<file path="src/rtl/rotor_flux_scheduler.sv">
// rotor_flux_scheduler: time-multiplexed rotor flux update F += Id*K_ID + F*K_FB (sign-magnitude Q12.12).
// Optional macro ROTOR_FLUX_SAT_EN selects saturating multiply/add instead of modulo wrap.  Rev 1.0
`default_nettype none

module rotor_flux_scheduler #(
  parameter logic [23:0] K_ID = 24'h000241,
  parameter logic [23:0] K_FB = 24'h801A36
) (
  input  logic        clk,
  input  logic        reset,
  input  logic        start,
  input  logic        clr,
  input  logic [23:0] id_in,
  output logic        busy,
  output logic        done,
  output logic [23:0] flux_out
);

  typedef enum logic [2:0] {
    IDLE  = 3'd0,
    MUL_A = 3'd1,
    MUL_B = 3'd2,
    ADD_A = 3'd3,
    ADD_B = 3'd4
  } state_t;

  state_t      state;
  logic [23:0] id_reg;
  logic [23:0] p1;
  logic [23:0] p2;
  logic [23:0] s;
  logic [23:0] flux;

  logic [23:0] mul_a;
  logic [23:0] mul_b;
  logic [45:0] prod_full;
  logic [22:0] mul_mag;
  logic [23:0] mul_res;

  logic [23:0] add_a;
  logic [23:0] add_b;
  logic        a_ge;
  logic        same_sgn;
  logic [22:0] diff_mag;
  logic [22:0] sum_mag;
  logic [22:0] add_mag;
  logic        add_sgn;
  logic [23:0] add_res;

  always_comb begin
    mul_a = id_reg;
    mul_b = K_ID;
    if (state == MUL_B) begin
      mul_a = flux;
      mul_b = K_FB;
    end
  end

  assign prod_full = {23'd0, mul_a[22:0]} * {23'd0, mul_b[22:0]};

  assign add_a = (state == ADD_B) ? flux : p1;
  assign add_b = (state == ADD_B) ? s    : p2;

`ifdef ROTOR_FLUX_SAT_EN
  logic [33:0] prod_sh;
  logic [23:0] sum_full;
  assign prod_sh  = 34'(prod_full >> 12);
  assign mul_mag  = (|prod_sh[33:23]) ? 23'h7FFFFF : prod_sh[22:0];
  assign sum_full = {1'b0, add_a[22:0]} + {1'b0, add_b[22:0]};
  assign sum_mag  = sum_full[23] ? 23'h7FFFFF : sum_full[22:0];
`else
  assign mul_mag  = 23'(prod_full >> 12);
  assign sum_mag  = add_a[22:0] + add_b[22:0];
`endif

  // Zero magnitude always forces a positive sign so -0 never reaches a register.
  assign mul_res  = {(mul_a[23] ^ mul_b[23]) & (|mul_mag), mul_mag};

  assign a_ge     = (add_a[22:0] >= add_b[22:0]);
  assign same_sgn = (add_a[23] == add_b[23]);
  assign diff_mag = a_ge ? (add_a[22:0] - add_b[22:0]) : (add_b[22:0] - add_a[22:0]);
  assign add_mag  = same_sgn ? sum_mag : diff_mag;
  assign add_sgn  = (same_sgn || a_ge) ? add_a[23] : add_b[23];
  assign add_res  = {add_sgn & (|add_mag), add_mag};

  always_ff @(posedge clk or negedge reset) begin
    if (!reset) begin
      state  <= IDLE;
      id_reg <= 24'd0;
      p1     <= 24'd0;
      p2     <= 24'd0;
      s      <= 24'd0;
      flux   <= 24'd0;
      busy   <= 1'b0;
      done   <= 1'b0;
    end else if (clr) begin
      state  <= IDLE;
      id_reg <= 24'd0;
      p1     <= 24'd0;
      p2     <= 24'd0;
      s      <= 24'd0;
      flux   <= 24'd0;
      busy   <= 1'b0;
      done   <= 1'b0;
    end else begin
      done <= 1'b0;
      case (state)
        IDLE: begin
          if (start) begin
            id_reg <= {id_in[23] & (|id_in[22:0]), id_in[22:0]};
            busy   <= 1'b1;
            state  <= MUL_A;
          end
        end
        MUL_A: begin
          p1    <= mul_res;
          state <= MUL_B;
        end
        MUL_B: begin
          p2    <= mul_res;
          state <= ADD_A;
        end
        ADD_A: begin
          s     <= add_res;
          state <= ADD_B;
        end
        ADD_B: begin
          flux  <= add_res;
          done  <= 1'b1;
          busy  <= 1'b0;
          state <= IDLE;
        end
        default: begin
          busy  <= 1'b0;
          state <= IDLE;
        end
      endcase
    end
  end

  assign flux_out = flux;

endmodule

`default_nettype wire

</file>
<file path="config.mk">
export PLATFORM = sky130hd
export DESIGN_NAME = rotor_flux_scheduler
export DESIGN_NICKNAME = d
export VERILOG_FILES = /design/src/rtl/rotor_flux_scheduler.sv
export SDC_FILE = /design/constraint.sdc
export NUM_CORES = 1
export LEC_CHECK = 0
export CAP_MARGIN = 20
export CORE_MARGIN = 1.5
export CORE_UTILIZATION = 62
export DETAILED_ROUTE_END_ITERATION = 7
export PLACE_DENSITY = 0.84
export SLEW_MARGIN = 0
export SYNTH_ARGS = -nofsm -noshare
export SYNTH_HDL_FRONTEND = slang
export SYNTH_SLANG_ARGS = --single-unit
</file>
<file path="constraint.sdc">
create_clock -name clk -period 10.55 [get_ports clk]
set_clock_uncertainty 0.05 [all_clocks]
set_input_delay 1.055 -clock clk [delete_from_list [all_inputs] [get_ports clk]]
set_output_delay 1.055 -clock clk [all_outputs]
set_load 0.1 [all_outputs]
</file>
==> key figures, run 1 <==
Die
  • Io pins: 54
  • Starting Density: 63.55%
  • Die Y: 167.1 um
  • Die X: 167.1 um
  • Num rows: 59
  • Area of the core: 26,280 um2
  • Die Footprint: 27,930 um2

Detailed routing
  • DRT Pass-1 Iters: 6
  • Initial drt markers: 1,614
  • Routed WL per cell: 20.75 um
  • Via/cell ratio: 6.382
  • Remaining antenna violation count: 0
  • Via count: 15,182
  • DRT Wirelength: 49,370 um
  • Drt drc: 0

Global routing
  • Number of global-route vias before repair: 15,116
  • Tot GR Track Use: 36.74%
  • Overflow after GRT: 0
  • First-pass GRT wire length: 80,290 um
  • Largest net degree at the start of global routing: 107
  • Antenna violations before repair: 2

Synth
  • Syn Area/Cell: 8.049 um2
  • Top cells by instance count after synthesis: nand2_1 (359), inv_1 (268), ha_1 (235)
  • FF+latch count, synth: 125
  • Netlist cell types: 95
  • Top cell type's share of synthesized area: 18.73%
  • Cells after synthesis: 2,075
  • Area contributors post-synth: dfrtp_1 (19%), ha_1 (18%), fa_1 (13%), nand2_1 (8.1%), inv_1 (6.0%)
  • Area leader, netlist: dfrtp_1
  • Sequential area share after synthesis: 18.73%
  • EDFF count, synth: 0
  • Synthesized cell area: 16,700 um2
  • Count leader, synth: nand2_1
  • Post-synth top flop: dfrtp_1
  • Ys async rst share: 100.0%
  • Synthesis Warnings: 0

Setup path
  • Slowest library cell on the worst path: dfrtp_1
  • Crit path buf inv count: 5
  • Worst stage delay on the critical path: 620 ps
  • Family with the most delay on the worst path: adder cells
  • CP arrival: 8660 ps
  • Startpoint types: register
  • Worst Path Required: 10,770 ps
  • Most frequent CP cell: fa_1
  • Critical path depth in cells: 26
  • Critical path class: reg2reg
  • Worst setup EP type: register
  • Reg2reg path depth: 26
  • Worst Path Max Fanout: 34

Hold path
  • Hold path cells: 1
  • Hold Path Class: reg2reg

Timing
  • Slew Viols, Final: 0
  • Worst Tran Pin Value: 1108 ps
  • Endpoints failing hold: 0
  • Final min period: 8442 ps
  • Part of the cycle the worst path needs: 80.02%
  • Hold_ws: 452.7 ps
  • Fmax: 118.5 MHz
  • Max-slew headroom at the worst pin: 26.14%
  • RSZ-0062 raised after global routing: false
  • Final setup TNS: 0 ps
  • Setup-failing EPs final: 0

Finish
  • Final nets: 2,402
  • Share of layout cells above drive strength 1: 4.697%
  • Post-route insts no fill: 2,379
  • Ant diodes: 0
  • Post-layout util: 67.82%
  • Area delta synth->final: 6.720%
  • Fillers: 2,135

Clock tree
  • CTS tree: done
  • Sink Count: 125
  • H-Tree Depth: 4
  • CTS Buffer Depth: 2
  • Hold-fix buffers, CTS: 0
  • Post_cts resized: 0
  • Clock transition at path regs: 70 ps
  • Clk_lat worst skew: 430 ps
  • Number of CTS-inserted buffers: 17
  • Postcts setup bufs: 0
  • CTS Root Cell: clkbuf_16

Power
  • Total Power: 0.002385 W
  • Power per cell area: 133.8 nW/um2
  • Worst vdd ir: 0.1244 mV
  • P_leak: 9.404 nW

Place
  • DP HPWL: 38,260 um
  • Placer Congestion: 0.9782
  • DP Cell Count: 2,347
  • Port bufs: 53

Flow run
  • Max cap viols: 0

Run status
  • Status: finished, final reports clean
-- kinds of logic (layout without fill, tap and decap cells) --
kind of cell,Yosys count,in the layout,synth area share (%)
AND/OR/NAND/NOR,689,689,19.03
AO/OA/AOI/OAI,420,420,17.07
buffers and inverters,401,369,9.402
adder cells (fa/ha/maj),343,343,30.55
flip-flops,125,125,18.73
XOR/XNOR,81,81,4.248
multiplexers,14,14,0.9215
other,2,3,0.04497
-- path summary, 6_finish.rpt --
kind	end	from	slack [ps]
min reg2reg	id_reg[12]	id_reg[12]	450
max	p1[23]	state[2]	2110
max reg2reg	p1[23]	state[2]	2110
min	id_reg[12]	id_reg[12]	450
max in group asynchronous	p2[20]	reset	8420
min in group asynchronous	id_reg[12]	reset	670
-- cell type report --
| class | count | area, um2 | share of cell area, % |
|---|---|---|---|
| inverters | 272 | 1021 | 5.728 |
| well taps | 335 | 419.2 | 2.352 |
| clock buffers | 22 | 464.2 | 2.604 |
| repair buffers | 65 | 615.6 | 3.454 |
| flip-flops and latches | 125 | 3128 | 17.55 |
| clock inverters | 10 | 136.4 | 0.7652 |
| multi-input cells | 1550 | 12040 | 67.55 |
-- worst register-to-register path: cells and delay by family (launching register included) --
| kind | cells | cell delay (ps) |
|---|---|---|
| AO/OA/AOI/OAI | 4 | 960 |
| AND/OR/NAND/NOR | 9 | 2700 |
| buffers and inverters | 5 | 760 |
| adder cells (fa/ha/maj) | 7 | 3000 |
| flip-flops | 1 | 620 |
| XOR/XNOR | 1 | 200 |
-- metrics by stage --
step | setup slack [ps] | cell area [um2]
2_1_floorplan | 3245 | 16700
3_3_place_gp | 2569 | 17220
3_5_place_dp | 2318 | 17220
4_1_cts | 2281 | 17820
5_1_grt | 1631 | 17820
6_report | 2108 | 17820
-- cells in the final DEF (no fill, tap or decap), types with 17 or more instances in the layout --
master / instances
o31ai_1: 23
fa_1: 108
a21oi_1: 142
nor3_1: 24
nor2_1: 126
ha_1: 235
clkdlybuf4s50_1: 51
clkbuf_16: 17
a211oi_1: 43
and3_1: 26
a31oi_1: 18
nand3_1: 24
nor4_1: 19
xnor2_1: 51
a21o_1: 23
dfrtp_1: 125
o21ai_0: 42
xor2_1: 30
inv_1: 268
a22o_1: 22
nand2_1: 357
-- where the power goes --
| part | switching, W | internal [W] |
|---|---|---|
| Combinational | 0.000828 | 0.000412 |
| Clock | 0.000230 | 0.000384 |
| Sequential | 0.0000260 | 0.000506 |
| Total | 0.00108 | 0.00130 |
-- per-layer routing --
layer	vias up	GRT usage [%]	wire length (um)
met5	-	0	0
met4	0	15.61	2079
met3	140	7.067	4725
met2	840	59.01	22740
met1	7339	48.67	19820
li1	6863	-	-
Power figures use the tool's default switching activity.
==> run 2: changes to the inputs <==
clock period = 8.4 ns   (was 10.55 ns; I/O delays follow)
==> run 2 against run 1 <==
Register-to-register slack lost 1700 ps; non-clock buffer count rose by 10; sequential share of layout area down 0.086 points; count of clock-buffer cells in the layout decreased by 2; global-route usage rose by 0.47 points; cell count up 0.42%; hold slack worse by 53 ps; final area increased by 0.53%; highest routed layer unchanged; critical endpoint unchanged; total power increased by 26%.
==> key figures, run 2 (synthesized netlist as in run 1, its figures left out) <==
Run status
  • Status: finished, final reports clean

Detailed routing
  • DRT Pass-1 Iters: 6
  • Initial drt markers: 1,717
  • Remaining antenna violation count: 0
  • Via count: 15,082
  • DRT Wirelength: 50,420 um
  • Drt drc: 0
  • Routed WL per cell: 21.11 um
  • Via/cell ratio: 6.313

Setup path
  • Critical path class: reg2reg
  • CP arrival: 8220 ps
  • Most frequent CP cell: ha_1
  • Worst Path Required: 8630 ps
  • Crit path buf inv count: 3
  • Launch point of the worst reg-to-reg path: state[0]
  • Worst reg2reg path endpoint: p1[23]
  • Reg2reg path depth: 25
  • Startpoint types: register
  • Worst Path Max Fanout: 26
  • Setup crit end: p1[23]
  • Slowest library cell on the worst path: fa_1
  • CP startpoint: state[0]
  • Critical path depth in cells: 25
  • Worst setup EP type: register
  • Family with the most delay on the worst path: simple AND/OR/NAND/NOR gates
  • Worst stage delay on the critical path: 550 ps
  • Internal reg-to-reg setup slack: 400 ps

Clock tree
  • Sink Count: 125
  • Hold-fix buffers, CTS: 0
  • CTS Buffer Depth: 2
  • Clock transition at path regs: 60 ps
  • CTS Root Cell: clkbuf_16
  • Number of CTS-inserted buffers: 17
  • Clk_lat worst skew: 440 ps
  • CTS tree: done
  • H-Tree Depth: 4

Finish
  • Final nets: 2,412
  • Most frequent cells in the layout: nand2_1 (357), inv_1 (268), ha_1 (235)
  • Post-route insts no fill: 2,389
  • Area delta synth->final: 7.289%
  • Fillers: 2,116
  • Most common cell after layout, fill and taps aside: nand2_1
  • Share of layout cells above drive strength 1: 5.453%
  • Ant diodes: 0

Power
  • Int Pwr: 0.001623 W
  • Flop pwr share: 22.2%
  • Total Power: 0.003004 W
  • P_leak: 9.457 nW
  • Gate power share: 52.5%
  • Clock Power Share: 25.3%
  • Worst vdd ir: 0.1477 mV
  • Power per cell area: 167.7 nW/um2
  • Sw power: 0.001381 W
  • Switching Share: 45.98%

Die
  • Die Footprint: 27,930 um2
  • Area of the core: 26,280 um2
  • Die X: 167.1 um
  • Num rows: 59
  • Io pins: 54
  • Starting Density: 63.55%
  • Die Y: 167.1 um

Global routing
  • Antenna violations before repair: 2
  • Tot GR Track Use: 37.21%
  • First-pass GRT wire length: 81,170 um
  • Number of global-route vias before repair: 15,002
  • Overflow after GRT: 0
  • Largest net degree at the start of global routing: 107

Timing
  • Worst setup margin: 403.5 ps
  • Fmax: 125.1 MHz
  • Setup-failing EPs final: 0
  • Part of the cycle the worst path needs: 95.20%
  • Final setup TNS: 0 ps
  • Slew Viols, Final: 0
  • RSZ-0062 raised after global routing: false
  • Final min period: 7997 ps
  • Endpoints failing hold: 0
  • Worst Tran Pin Value: 1106 ps
  • Max-slew headroom at the worst pin: 26.28%

Place
  • Post-place setup slack: 110.1 ps
  • DP Cell Count: 2,357
  • Placer Congestion: 0.9785
  • DP HPWL: 39,120 um
  • Port bufs: 53

Flow run
  • Max cap viols: 0

Hold path
  • Hold Path Class: in2async
## run 2: routing by layer
metal  part of all wire (%)  track usage [%]  wire length [um]
met5                      0                0                 0
met4                    3.4            13.83              1724
met3                    8.9            6.665              4508
met2                     46            59.34             23380
met1                     41            50.73             20800
## run 2: layout make-up
cell class / instances / area, um2 / share of cell area [%]
Inverter: 272 / 1021 / 5.698
Sequential cell: 125 / 3129 / 17.46
Multi-Input combinational cell: 1550 / 12050 / 67.26
Timing Repair Buffer: 75 / 703.2 / 3.924
Clock inverter: 12 / 136.4 / 0.7611
Tap cell: 335 / 419.2 / 2.339
Clock buffer: 20 / 456.7 / 2.549
## run 2: how the worst min path moves through the flow
| stage | from | cells after the start | to |
|---|---|---|---|
| 2_1_floorplan | id_reg[10] | 1 | id_reg[10] |
| 3_3_place_gp | id_reg[15] | 1 | id_reg[15] |
| 3_5_place_dp | id_reg[14] | 1 | id_reg[14] |
| 4_1_cts | reset | 1 | p1[5] |
| 5_1_grt | reset | 1 | id_reg[3] |
| 6_report | reset | 1 | s[4] |
## run 2: worst reg2reg max path, cell delays in order (launching register included)
cell      delay [ps]
dfrtp_1          510
nor2_4           350
nand2_2          430
buf_4            340
nor2_1           150
ha_1             280
xnor2_1          210
ha_1             270
ha_1             210
fa_1             500
fa_1             550
inv_1             50
fa_1             500
inv_1             50
ha_1             360
o21a_1           150
o211ai_1         110
a21o_1           210
o21ai_1          370
xor2_1           190
or4_1            530
or3_1            330
nor4_1           430
nand3_1          150
nor4bb_1         410
o32ai_1          150
## run 2: power by group through the flow
stage	logic [W]	clock network (W)	registers [W]
6_report	0.00158	0.000761	0.000667
5_1_grt	0.00169	0.000789	0.000670
4_1_cts	0.00153	0.000762	0.000665
3_5_place_dp	0.00151	0	0.000675
3_3_place_gp	0.00150	0	0.000674
2_1_floorplan	0.00108	0	0.000676
## run 2: stage by stage
stage	hold slack, ps	instance area [um2]	utilization, %
finish	399.8	17920	68.18
global route	446.7	17920	68.18
CTS	415.1	17900	68.10
detailed placement	437.5	17300	65.84
global placement	431.4	17300	65.84
floorplan	414.5	16700	-
## run 2: repair_timing
action                                  in CTS  in global routing
endpoints found under the setup margin       0                  7
buffers inserted                             0                  0
gates resized for setup                      0                  6
==> run 3: changes to the inputs <==
clock period = 8.6 ns   (was 8.4 ns; I/O delays follow)
==> run 3 against run 2 <==
Cell count about the same; via count is 0.53% higher; die area unchanged; maximum frequency fell by 2.1%; register-to-register slack improved by 30 ps; critical path depth is 2 higher; final area grew 0.24%; core utilization is 0.17 points higher; hold slack improved by 13 ps; sequential share of layout area about the same; routed wire length down 0.43%.
==> key figures, run 3 (synthesized netlist as in run 1, its figures left out) <==
Power
  • Clock Power Share: 25.8%
  • Worst vdd ir: 0.1367 mV
  • P_leak: 9.472 nW
  • Power per cell area: 165.4 nW/um2
  • Sw power: 0.001362 W
  • Switching Share: 45.83%
  • Gate power share: 52.3%
  • Flop pwr share: 21.9%
  • Int Pwr: 0.001610 W

Finish
  • Most common cell after layout, fill and taps aside: nand2_1
  • Post-layout util: 68.35%
  • Fillers: 2,098
  • Final nets: 2,412
  • Area delta synth->final: 7.552%
  • Register area: 3128 um2
  • Share of layout cells above drive strength 1: 5.307%
  • Area of the multi-input gates: 12,040 um2
  • Most frequent cells in the layout: nand2_1 (357), inv_1 (268), ha_1 (235)

Global routing
  • First-pass GRT wire length: 80,310 um
  • Tot GR Track Use: 36.71%
  • Overflow after GRT: 0
  • Largest net degree at the start of global routing: 107
  • Number of global-route vias before repair: 14,949
  • Antenna violations before repair: 3

Clock tree
  • CTS Root Cell: clkbuf_16
  • H-Tree Depth: 4
  • CTS Buffer Depth: 2
  • Hold-fix buffers, CTS: 0
  • Clock transition at path regs: 60 ps
  • Sink Count: 125
  • Number of CTS-inserted buffers: 17
  • Clk_lat worst skew: 430 ps
  • CTS tree: done

Setup path
  • Startpoint types: register
  • Worst Path Required: 8840 ps
  • Critical path class: reg2reg
  • Worst Path Max Fanout: 49
  • CP arrival: 8410 ps
  • Worst setup EP type: register

Die
  • Io pins: 54
  • Area of the core: 26,280 um2
  • Die Footprint: 27,930 um2
  • Die X: 167.1 um
  • Starting Density: 63.55%
  • Num rows: 59
  • Die Y: 167.1 um

Detailed routing
  • DRT Wirelength: 50,210 um
  • Routed WL per cell: 21.01 um
  • DRT Pass-1 Iters: 6
  • Drt drc: 0
  • Via count: 15,162
  • Via/cell ratio: 6.344
  • Initial drt markers: 1,530
  • Remaining antenna violation count: 0

Timing
  • Fmax: 122.4 MHz
  • Final setup TNS: 0 ps
  • Final min period: 8169 ps
  • Max-slew headroom at the worst pin: 34.89%
  • Slew Viols, Final: 0
  • Setup-failing EPs final: 0
  • Endpoints failing hold: 0
  • Part of the cycle the worst path needs: 94.99%
  • Worst Tran Pin Value: 973.6 ps

Hold path
  • Hold Path Class: in2async

Flow run
  • Max cap viols: 0

Place
  • Placer Congestion: 1.007
  • Port bufs: 53
  • DP HPWL: 38,730 um

Run status
  • Status: finished, final reports clean
-- run 3: cell count changes in the layout (fill, tap and decap cells not counted), sizes merged --
cell and delta:
clkbuf -2, clkinv -2, inv +2, bufinv +1, clkinvlp +1, diode +1
-- run 3: area by class of cell --
type	count	share of cell area, %
Antenna cell	1	0.01393
Clock buffer	18	2.389
Clock inverter	14	1.024
Inverter	272	5.684
Multi-Input combinational cell	1550	67.00
Sequential cell	125	17.41
Tap cell	335	2.334
Timing Repair Buffer	75	4.138
-- run 3: critical path: stages, from the launching register on --
cell	delay (ps)
dfrtp_1	490
nor2_2	470
and2_2	270
buf_4	440
nand2_1	170
inv_1	200
ha_1	290
fa_1	510
ha_1	320
fa_1	170
inv_1	50
fa_1	500
inv_1	50
fa_1	530
inv_1	50
fa_1	470
inv_1	50
ha_1	320
and3_1	240
a31oi_1	180
nand2_1	70
a41oi_1	580
o21ai_0	240
o21a_1	260
nor4_1	320
nand3_1	170
nor4bb_1	410
o32ai_1	150
-- run 3: stage by stage --
step	hold slack, ps	cell area (um2)	instances	setup WS [ps]	total power (W)
6_report	412.4	17960	2390	430.9	0.002971
5_1_grt	450.9	17960	2390	-16.46	0.003120
4_1_cts	422.7	17900	2387	169.4	0.002920
3_5_place_dp	441.5	17290	2355	294.9	0.002149
3_3_place_gp	433.5	17290	2355	666.6	0.002131
2_1_floorplan	414.5	16700	2076	1295	0.001715
-- run 3: layer usage --
metal	up-vias	track usage, %	part of all wire, %
li1	6895	-	-
met1	7305	49.81	41
met2	811	58.89	45
met3	151	6.121	9.3
met4	0	14.19	3.9
met5	-	0	0
-- run 3: final timing paths --
path                            from           to  slack (ps)  cells past startpoint
max                         state[0]       p1[23]         430                     27
min                            reset    id_reg[2]         410                      1
max reg2reg                 state[0]       p1[23]         430                     27
min reg2reg                id_reg[6]    id_reg[6]         450                      1
max in group asynchronous      reset  flux_out[7]        6920                      3
min in group clk           id_reg[6]    id_reg[6]         450                      1
-- run 3: power groups by stage --
stage          combinational [W]  sequential [W]  clock, W
2_1_floorplan            0.00105        0.000661         0
3_3_place_gp             0.00147        0.000657         0
3_5_place_dp             0.00149        0.000659         0
4_1_cts                  0.00150        0.000649  0.000768
5_1_grt                  0.00168        0.000653  0.000791
6_report                 0.00155        0.000650  0.000768
-- run 3: repair_timing --
| item | 4_1_cts | 5_1_grt |
|---|---|---|
| endpoints found under the setup margin | 0 | 2 |
| gates resized for setup | 0 | 2 |
| setup buffers | 0 | 0 |
